--- config.mk ---
export PLATFORM = sky130hd
export DESIGN_NAME = seg_scan_ctrl
export DESIGN_NICKNAME = d
export VERILOG_FILES = /design/src/rtl/seg_scan_ctrl_pkg.sv /design/src/rtl/seg_scan_ctrl_refresh_tick.sv /design/src/rtl/seg_scan_ctrl.sv
export SDC_FILE = /design/constraint.sdc
export NUM_CORES = 1
export LEC_CHECK = 0
export ABC_CLOCK_PERIOD_IN_PS = 2300
export CORE_ASPECT_RATIO = 0.7
export CORE_MARGIN = 8
export CORE_UTILIZATION = 47
export DETAILED_ROUTE_END_ITERATION = 8
export GPL_TIMING_DRIVEN = 0
export PLACE_DENSITY_LB_ADDON = 0.1
export SLEW_MARGIN = 20
export SYNTH_ARGS = -nofsm -noshare
export SYNTH_HDL_FRONTEND = slang
export SYNTH_SLANG_ARGS = --single-unit
--- constraint.sdc ---
create_clock -name clk -period 2.3 [get_ports clk]
set_clock_uncertainty 0.2 [all_clocks]
set_input_delay 0.345 -clock clk [delete_from_list [all_inputs] [get_ports clk]]
set_output_delay 0.345 -clock clk [all_outputs]
set_load 0.05 [all_outputs]
--- src/rtl/seg_scan_ctrl_pkg.sv ---
// Shared definitions for the seven-segment scan/load controller.
package seg_scan_ctrl_pkg;

    // Controller states: SCAN multiplexes the display, LOAD strobes the digit registers.
    typedef enum logic {
        SCAN = 1'b0,
        LOAD = 1'b1
    } state_e;

    // Width of the digit index / register select.
    localparam int SEL_W = 3;

    // All segments off (active-low segment drive).
    localparam logic [6:0] SEG_BLANK = 7'b1111111;

    // Pattern the digit registers hold out of reset.
    localparam logic [6:0] SEG_RESET = 7'b0000001;

    // Increment an index, wrapping from 'last' back to zero.
    function automatic logic [SEL_W-1:0] wrap_inc(input logic [SEL_W-1:0] v,
                                                  input int unsigned      last);
        if (v == SEL_W'(last)) begin
            return '0;
        end
        return v + SEL_W'(1);
    endfunction

endpackage

--- src/rtl/seg_scan_ctrl_refresh_tick.sv ---
// Free-running refresh divider: one-cycle tick every REFRESH_DIV clocks.
module seg_refresh_tick
    import seg_scan_ctrl_pkg::*;
#(
    parameter int REFRESH_DIV = 50000
) (
    input  logic clk,
    input  logic rst,
    output logic tick
);

    localparam int              CNT_W    = (REFRESH_DIV > 1) ? $clog2(REFRESH_DIV) : 1;
    localparam logic [CNT_W-1:0] CNT_LAST = CNT_W'(REFRESH_DIV - 1);

    logic [CNT_W-1:0] cnt_q;
    logic [CNT_W-1:0] cnt_d;

    // Tick on the terminal count; the counter wraps on the same edge.
    assign tick = (cnt_q == CNT_LAST);

    // Next count: wrap to zero after the terminal value.
    always_comb begin
        cnt_d = tick ? '0 : cnt_q + CNT_W'(1);
    end

    // Counter register.
    always_ff @(posedge clk or negedge rst) begin
        if (!rst) begin
            cnt_q <= '0;
        end else begin
            cnt_q <= cnt_d;
        end
    end

endmodule

--- src/rtl/seg_scan_ctrl.sv ---
// Seven-segment controller: after each multiplier result it walks the digit
// register select with a load strobe, otherwise it time-multiplexes the
// captured digit patterns onto a shared segment bus with active-low anodes.
module seg_scan_ctrl
    import seg_scan_ctrl_pkg::*;
#(
    parameter int NUM_DIGITS  = 5,
    parameter int REFRESH_DIV = 50000
) (
    input  logic                    clk,
    input  logic                    rst,
    input  logic                    mul_done,
    input  logic [7*NUM_DIGITS-1:0] seg_data_in,
    output logic [SEL_W-1:0]        seg_mux_sel,
    output logic                    done,
    output logic                    busy,
    output logic [NUM_DIGITS-1:0]   an,
    output logic [6:0]              seg_out
);

    localparam logic [SEL_W-1:0] LAST_SEL = SEL_W'(NUM_DIGITS - 1);

    state_e                  state_q, state_d;
    logic                    pending_q, pending_d;
    logic [SEL_W-1:0]        sel_q, sel_d;
    logic                    done_q, done_d;
    logic [SEL_W-1:0]        scan_idx_q, scan_idx_d;
    logic [NUM_DIGITS-1:0]   an_q, an_d;
    logic [6:0]              seg_q, seg_d;

    logic                    tick;
    logic [NUM_DIGITS-1:0]   scan_an;
    logic [6:0]              scan_seg;

    seg_refresh_tick #(
        .REFRESH_DIV (REFRESH_DIV)
    ) u_refresh (
        .clk  (clk),
        .rst  (rst),
        .tick (tick)
    );

    // Scan index advances on every refresh tick, independent of LOAD.
    always_comb begin
        scan_idx_d = tick ? wrap_inc(scan_idx_q, NUM_DIGITS - 1) : scan_idx_q;
    end

    // Select the anode and segment slice for the current scan index.
    always_comb begin
        scan_an  = '1;
        scan_seg = SEG_BLANK;
        for (int k = 0; k < NUM_DIGITS; k++) begin
            if (scan_idx_q == SEL_W'(k)) begin
                scan_an[k] = 1'b0;
                scan_seg   = seg_data_in[7*k +: 7];
            end
        end
    end

    // FSM state register.
    always_ff @(posedge clk or negedge rst) begin
        if (!rst) begin
            state_q <= SCAN;
        end else begin
            state_q <= state_d;
        end
    end

    // FSM next state: a result (or a queued one) starts LOAD; LOAD ends after the last digit.
    always_comb begin
        state_d = state_q;
        case (state_q)
            SCAN: begin
                if (mul_done || pending_q) begin
                    state_d = LOAD;
                end
            end
            LOAD: begin
                if (sel_q == LAST_SEL) begin
                    state_d = SCAN;
                end
            end
            default: state_d = SCAN;
        endcase
    end

    // FSM outputs: strobe/select sequencing, pending capture and blanked display in LOAD.
    always_comb begin
        sel_d     = sel_q;
        done_d    = 1'b0;
        pending_d = pending_q;
        an_d      = scan_an;
        seg_d     = scan_seg;

        // Outputs are registered, so they are derived from the state being entered.
        if (state_d == LOAD) begin
            done_d = 1'b1;
            an_d   = '1;
            seg_d  = SEG_BLANK;
        end

        case (state_q)
            SCAN: begin
                if (state_d == LOAD) begin
                    sel_d     = '0;
                    pending_d = 1'b0;
                end
            end
            LOAD: begin
                // Any number of results during LOAD collapse into one reload.
                pending_d = pending_q | mul_done;
                if (state_d == LOAD) begin
                    sel_d = sel_q + SEL_W'(1);
                end
            end
            default: begin
                sel_d     = '0;
                pending_d = 1'b0;
            end
        endcase
    end

    // Control and display registers.
    always_ff @(posedge clk or negedge rst) begin
        if (!rst) begin
            pending_q  <= 1'b0;
            sel_q      <= '0;
            done_q     <= 1'b0;
            scan_idx_q <= '0;
            an_q       <= '1;
            seg_q      <= SEG_BLANK;
        end else begin
            pending_q  <= pending_d;
            sel_q      <= sel_d;
            done_q     <= done_d;
            scan_idx_q <= scan_idx_d;
            an_q       <= an_d;
            seg_q      <= seg_d;
        end
    end

    assign seg_mux_sel = sel_q;
    assign done        = done_q;
    assign busy        = (state_q == LOAD);
    assign an          = an_q;
    assign seg_out     = seg_q;

endmodule

# Word level (Yosys, flattened, before mapping)
# Index checks and enable logic that the tools add are counted.
# word_totals
elab_cells	49
inputBits	38
regBits	37
output_inout_bits	17
# classes
n_eq_ne	8
bitwise	2
addsub	3
n_reduce_logical	3
mux	25
# op_table
cell	count
$mux W7	6
$add A16 B1 Y16 const B	1
$eq A16 B16 Y1 const B	1
$mux W16	1
$mux W3	4
$mux W1	10
$add A3 B1 Y3 const B	2
$eq A3 B2 Y1 const B	2
$eq A3 B3 Y1 const B	2
$pmux W3 S2	1
$mux W5	1
$pmux W1 S2	2
$eq A3 B1 Y1 const B	1
$logic_not A3 Y1	1
$ne A2 B1 Y1 const B	1
$ne A2 B2 Y1 const B	1
$reduce_and A2 Y1	1
$logic_or A1 B1 Y1	1
$not A1 Y1	1
$or A1 B1 Y1	1

# Longest topological paths before layout
# logic_depth
depth_word	7
depth_mapped	7
mapped_depth_nobuf	7

# Modules after synthesis
# Synthesis repeated with hierarchy kept, for this count alone.
# unflattened
hier_cells	182
hier_area_um2	1899.3
# by_module_without_submodules
mod	cells_per_inst	n_inst	area_each_um2	seq_area_each_um2
seg_scan_ctrl	115	1	1137.3	515.5
seg_refresh_tick	67	1	762.0	400.4

# Least setup slack after synthesis
# No wires, ideal clock.
# synth_path
kind	register -> register
startpoint	register sel_q[0] (netlist: seg_mux_sel[0])
endpoint	register sel_q[0] (netlist: seg_mux_sel[0])
n_path_buf	1
setup_time_ns	0.148
slack_ns	0.476
stages_incl_launch_ff	8
t_required_ns	1.952
synth_period_minus_slack_ns	1.824
t_arrival_ns	1.476
path_cell_list	dfrtp_1 > inv_1 > ha_1 > nand3_1 > o31ai_1 > clkbuf_1 > nand2_1 > o21ai_0
# synth_between
elab_chain_cells	5
elab_cells_between_ends	9
classes_between	add/sub (1); eq/ne (3); mux (4); reduce/logical (1)
# synth_lines
element	line_no	source
from (decl)	seg_scan_ctrl.sv:25	logic [SEL_W-1:0] sel_q, sel_d;
from (signal assigned)	seg_scan_ctrl.sv:134	sel_q <= sel_d;
$eq A3 B3 Y1	seg_scan_ctrl.sv:79	if (sel_q == LAST_SEL) begin
$mux W1	seg_scan_ctrl.sv:79	
$pmux W1 S2	seg_scan_ctrl.sv:72	case (state_q)
$ne A2 B1 Y1 (no source line) or $ne A2 B2 Y1 (tied branches)	-	
$reduce_and A2 Y1 (no source line)	-	
# Several ways; a longest one is shown, not always the timed one. The select of a mux whose other input is x is not followed.
# A chain may end at the register's enable or synchronous reset.

==> results.ini <==
[sta]
hold_violations=0
slew_headroom_pct=65.3
tightest_slew_ns=0.518
slew_violations=0
setup_viol=0
finalCriticalPeriod_ns=2.18
rsz0062_at_grt=no
fin_crit_sh_pct=94.8
hold_ws_ns=0.285
fmax_mhz=459

[synth]
ys_ff_latch=36
yosys_warnings=0
synth_area_per_cell_um2=9.58
synth_ff_type=dfrtp_1
synthCells=197
syn_area_um2=1890
yosysSeqAreaShare_pct=48.5
synth_cell_type_count=34
synth_nets=243
synth_edf_count=0
synth-async-reset-ratio_pct=100

[layout]
seqCellArea_um2=916
nets=306
final_cell_mix=clkdlybuf4s50_1 (52), nand2_1 (36), nor2_1 (24), dfrtp_1 (24)
layout_commonest_cell=clkdlybuf4s50_1
fillers=314
multi_input_area_um2=875
diodes=0
drive_gt1_share_pct=13.0
fin_cells=313
stdcell_area_um2=2610
synthToLayoutAreaGrowth_pct=38.4

[worst_setup_path]
crit_type=flop to output pin
cp.required_ns=1.75
cp_max_fo=9
crit_path_end_kind=output pin
startpoint_type=flop
cp_top_family=buffers and inverters
critical_path_buf_inv_count=1
slowest_delay_ns=0.86
crit_slowest_cell=clkdlybuf4s50_1
crit_arrival_ns=1.64
crit_path_cell_trace=clkdlybuf4s50_1

[clocking]
cts_buffers=5
cts_root_buffer=clkbuf_8
cts_tree=built
clkTransAtPathRegs_ns=0.07
htreeDepth=2
clk-insertion-delay-late_ns=0.28
clk_path_buf_depth=2
numClockSinks=36

[pwr]
pwr_density_cell_nw_per_um2=786
peakVddDrop_mv=0.709
leakage_nw=1.17

[placed_design]
dp_hpwl_um=3620
place_inst=304
routabilityCongestion=0.878
portBuffers=54
placed_area_um2=2510

[routing]
vias=1585
viasPerCell=5.06
wl_per_cell_um=14.9
wl_um=4660
dr.pass1.iters=5
drc=0
first_iter_violations=142
antenna_left=0

[floorplanning]
die_area_um2=6330
ios=55
row_count=19
coreArea_um2=3900
die_y_um=69.0
dieWidth_um=91.8
start_util_pct=48.4

[grt]
grt.total_usage_pct=15.2
grt_max_degree=33
grt_overflow=0
antenna_found_initial=0
grt_pass1_wl_um=7850
grt_pass1_vias=1516

[outcome]
status=complete, no violations

[hold_path]
hold_path.class=flop to flop

[job]
maxCapViolations=0

==> state kept, by name, summed over array words and instances, names as in the netlist <==
signal / count
u_refresh.cnt_q: 16
seg_out: 7
an: 5
scan_idx_q: 3
seg_mux_sel: 3
done: 1
pending_q: 1
==> final timing paths <==
| path | slack (ns) | end | depth (start not counted) | startpoint |
|---|---|---|---|---|
| worst max-delay path | 0.12 | busy | 1 | done |
| worst min-delay path | 0.28 | u_refresh.cnt_q[0] | 1 | u_refresh.cnt_q[0] |
| worst max register to register | 0.29 | seg_out[1] | 6 | scan_idx_q[1] |
| worst min register to register | 0.28 | u_refresh.cnt_q[0] | 1 | u_refresh.cnt_q[0] |
| max in group asynchronous | 1.24 | an[1] | 3 | rst |
| min in group asynchronous | 0.40 | seg_out[1] | 2 | rst |
==> cells by family after synthesis <==
kind of cell	Yosys count	synth area share [%]
xor+xnor	14	6.49
flops	36	48.5
simple gates	95	24.9
mux	3	1.72
fa+ha+maj	8	5.30
buf+inv	22	5.17
compound gates	19	7.95
==> where the power goes <==
group / leakage (nW) / internal (mW) / switching (mW)
clock: 0.0488 / 0.244 / 0.220
sequential: 0.433 / 0.748 / 0.0669
combinational: 0.690 / 0.287 / 0.488
total: 1.17 / 1.28 / 0.775
==> routing by layer <==
| layer | track usage, % | part of all wire (%) | vias to the layer above |
|---|---|---|---|
| li1 | - | - | 792 |
| met1 | 21.5 | 51 | 744 |
| met2 | 21.4 | 43 | 45 |
| met3 | 4.76 | 5.9 | 4 |
| met4 | 4.27 | 0.58 | 0 |
| met5 | 0 | 0 | - |
==> what timing repair did <==
action                                  CTS  global route
gates resized for setup                   0             1
hold buffers                              1             0
setup buffers                             0             0
endpoints found under the setup margin    0             1
hold endpoints to repair                 28             0
==> cell type report <==
type / count / share of cell area [%]
sequential: 36 / 35.0
multi-input combinational: 139 / 33.5
timing repair buffer: 56 / 21.7
clock buffer: 7 / 3.30
tap: 52 / 2.49
inverter: 15 / 2.15
buffer: 7 / 1.58
clock inverter: 1 / 0.239
==> worst reg2reg max path: stages, from the launching register on <==
cell	delay, ns
dfrtp_1	0.38
inv_1	0.08
ha_1	0.25
buf_2	0.21
a221oi_1	0.49
o221ai_1	0.23
nand3_1	0.12
==> cells in the mapped netlist, types with 2 or more instances <==
cell	n	area [um2]
nand2_1	36	135
dfrtp_1	24	601
nor2_1	24	90.1
inv_1	15	56.3
nand3_1	15	75.1
dfstp_2	12	315
ha_1	8	100
a221oi_1	7	61.3
o221ai_1	7	61.3
xnor2_1	7	61.3
xor2_1	7	61.3
buf_2	3	15.0
nor3_1	3	15.0
o21ai_0	3	15.0
and3_1	2	12.5
clkbuf_1	2	7.51
mux2_2	2	22.5
nand4_1	2	12.5
nor2_2	2	12.5
nor2b_1	2	12.5
==> stage by stage <==
stage / setup TNS [ns] / util [%] / power (mW) / worst slack, ns
2_1_floorplan: 0 / - / 1.31 / 0.476
3_3_place_gp: -1.17 / 64.0 / 1.59 / -0.0502
3_5_place_dp: 0 / 64.3 / 1.61 / 0.346
4_1_cts: 0 / 67.0 / 2.08 / 0.0266
5_1_grt: 0 / 67.0 / 2.17 / 0.0657
6_report: 0 / 67.0 / 2.05 / 0.119
(Power assumes the default switching activity.)
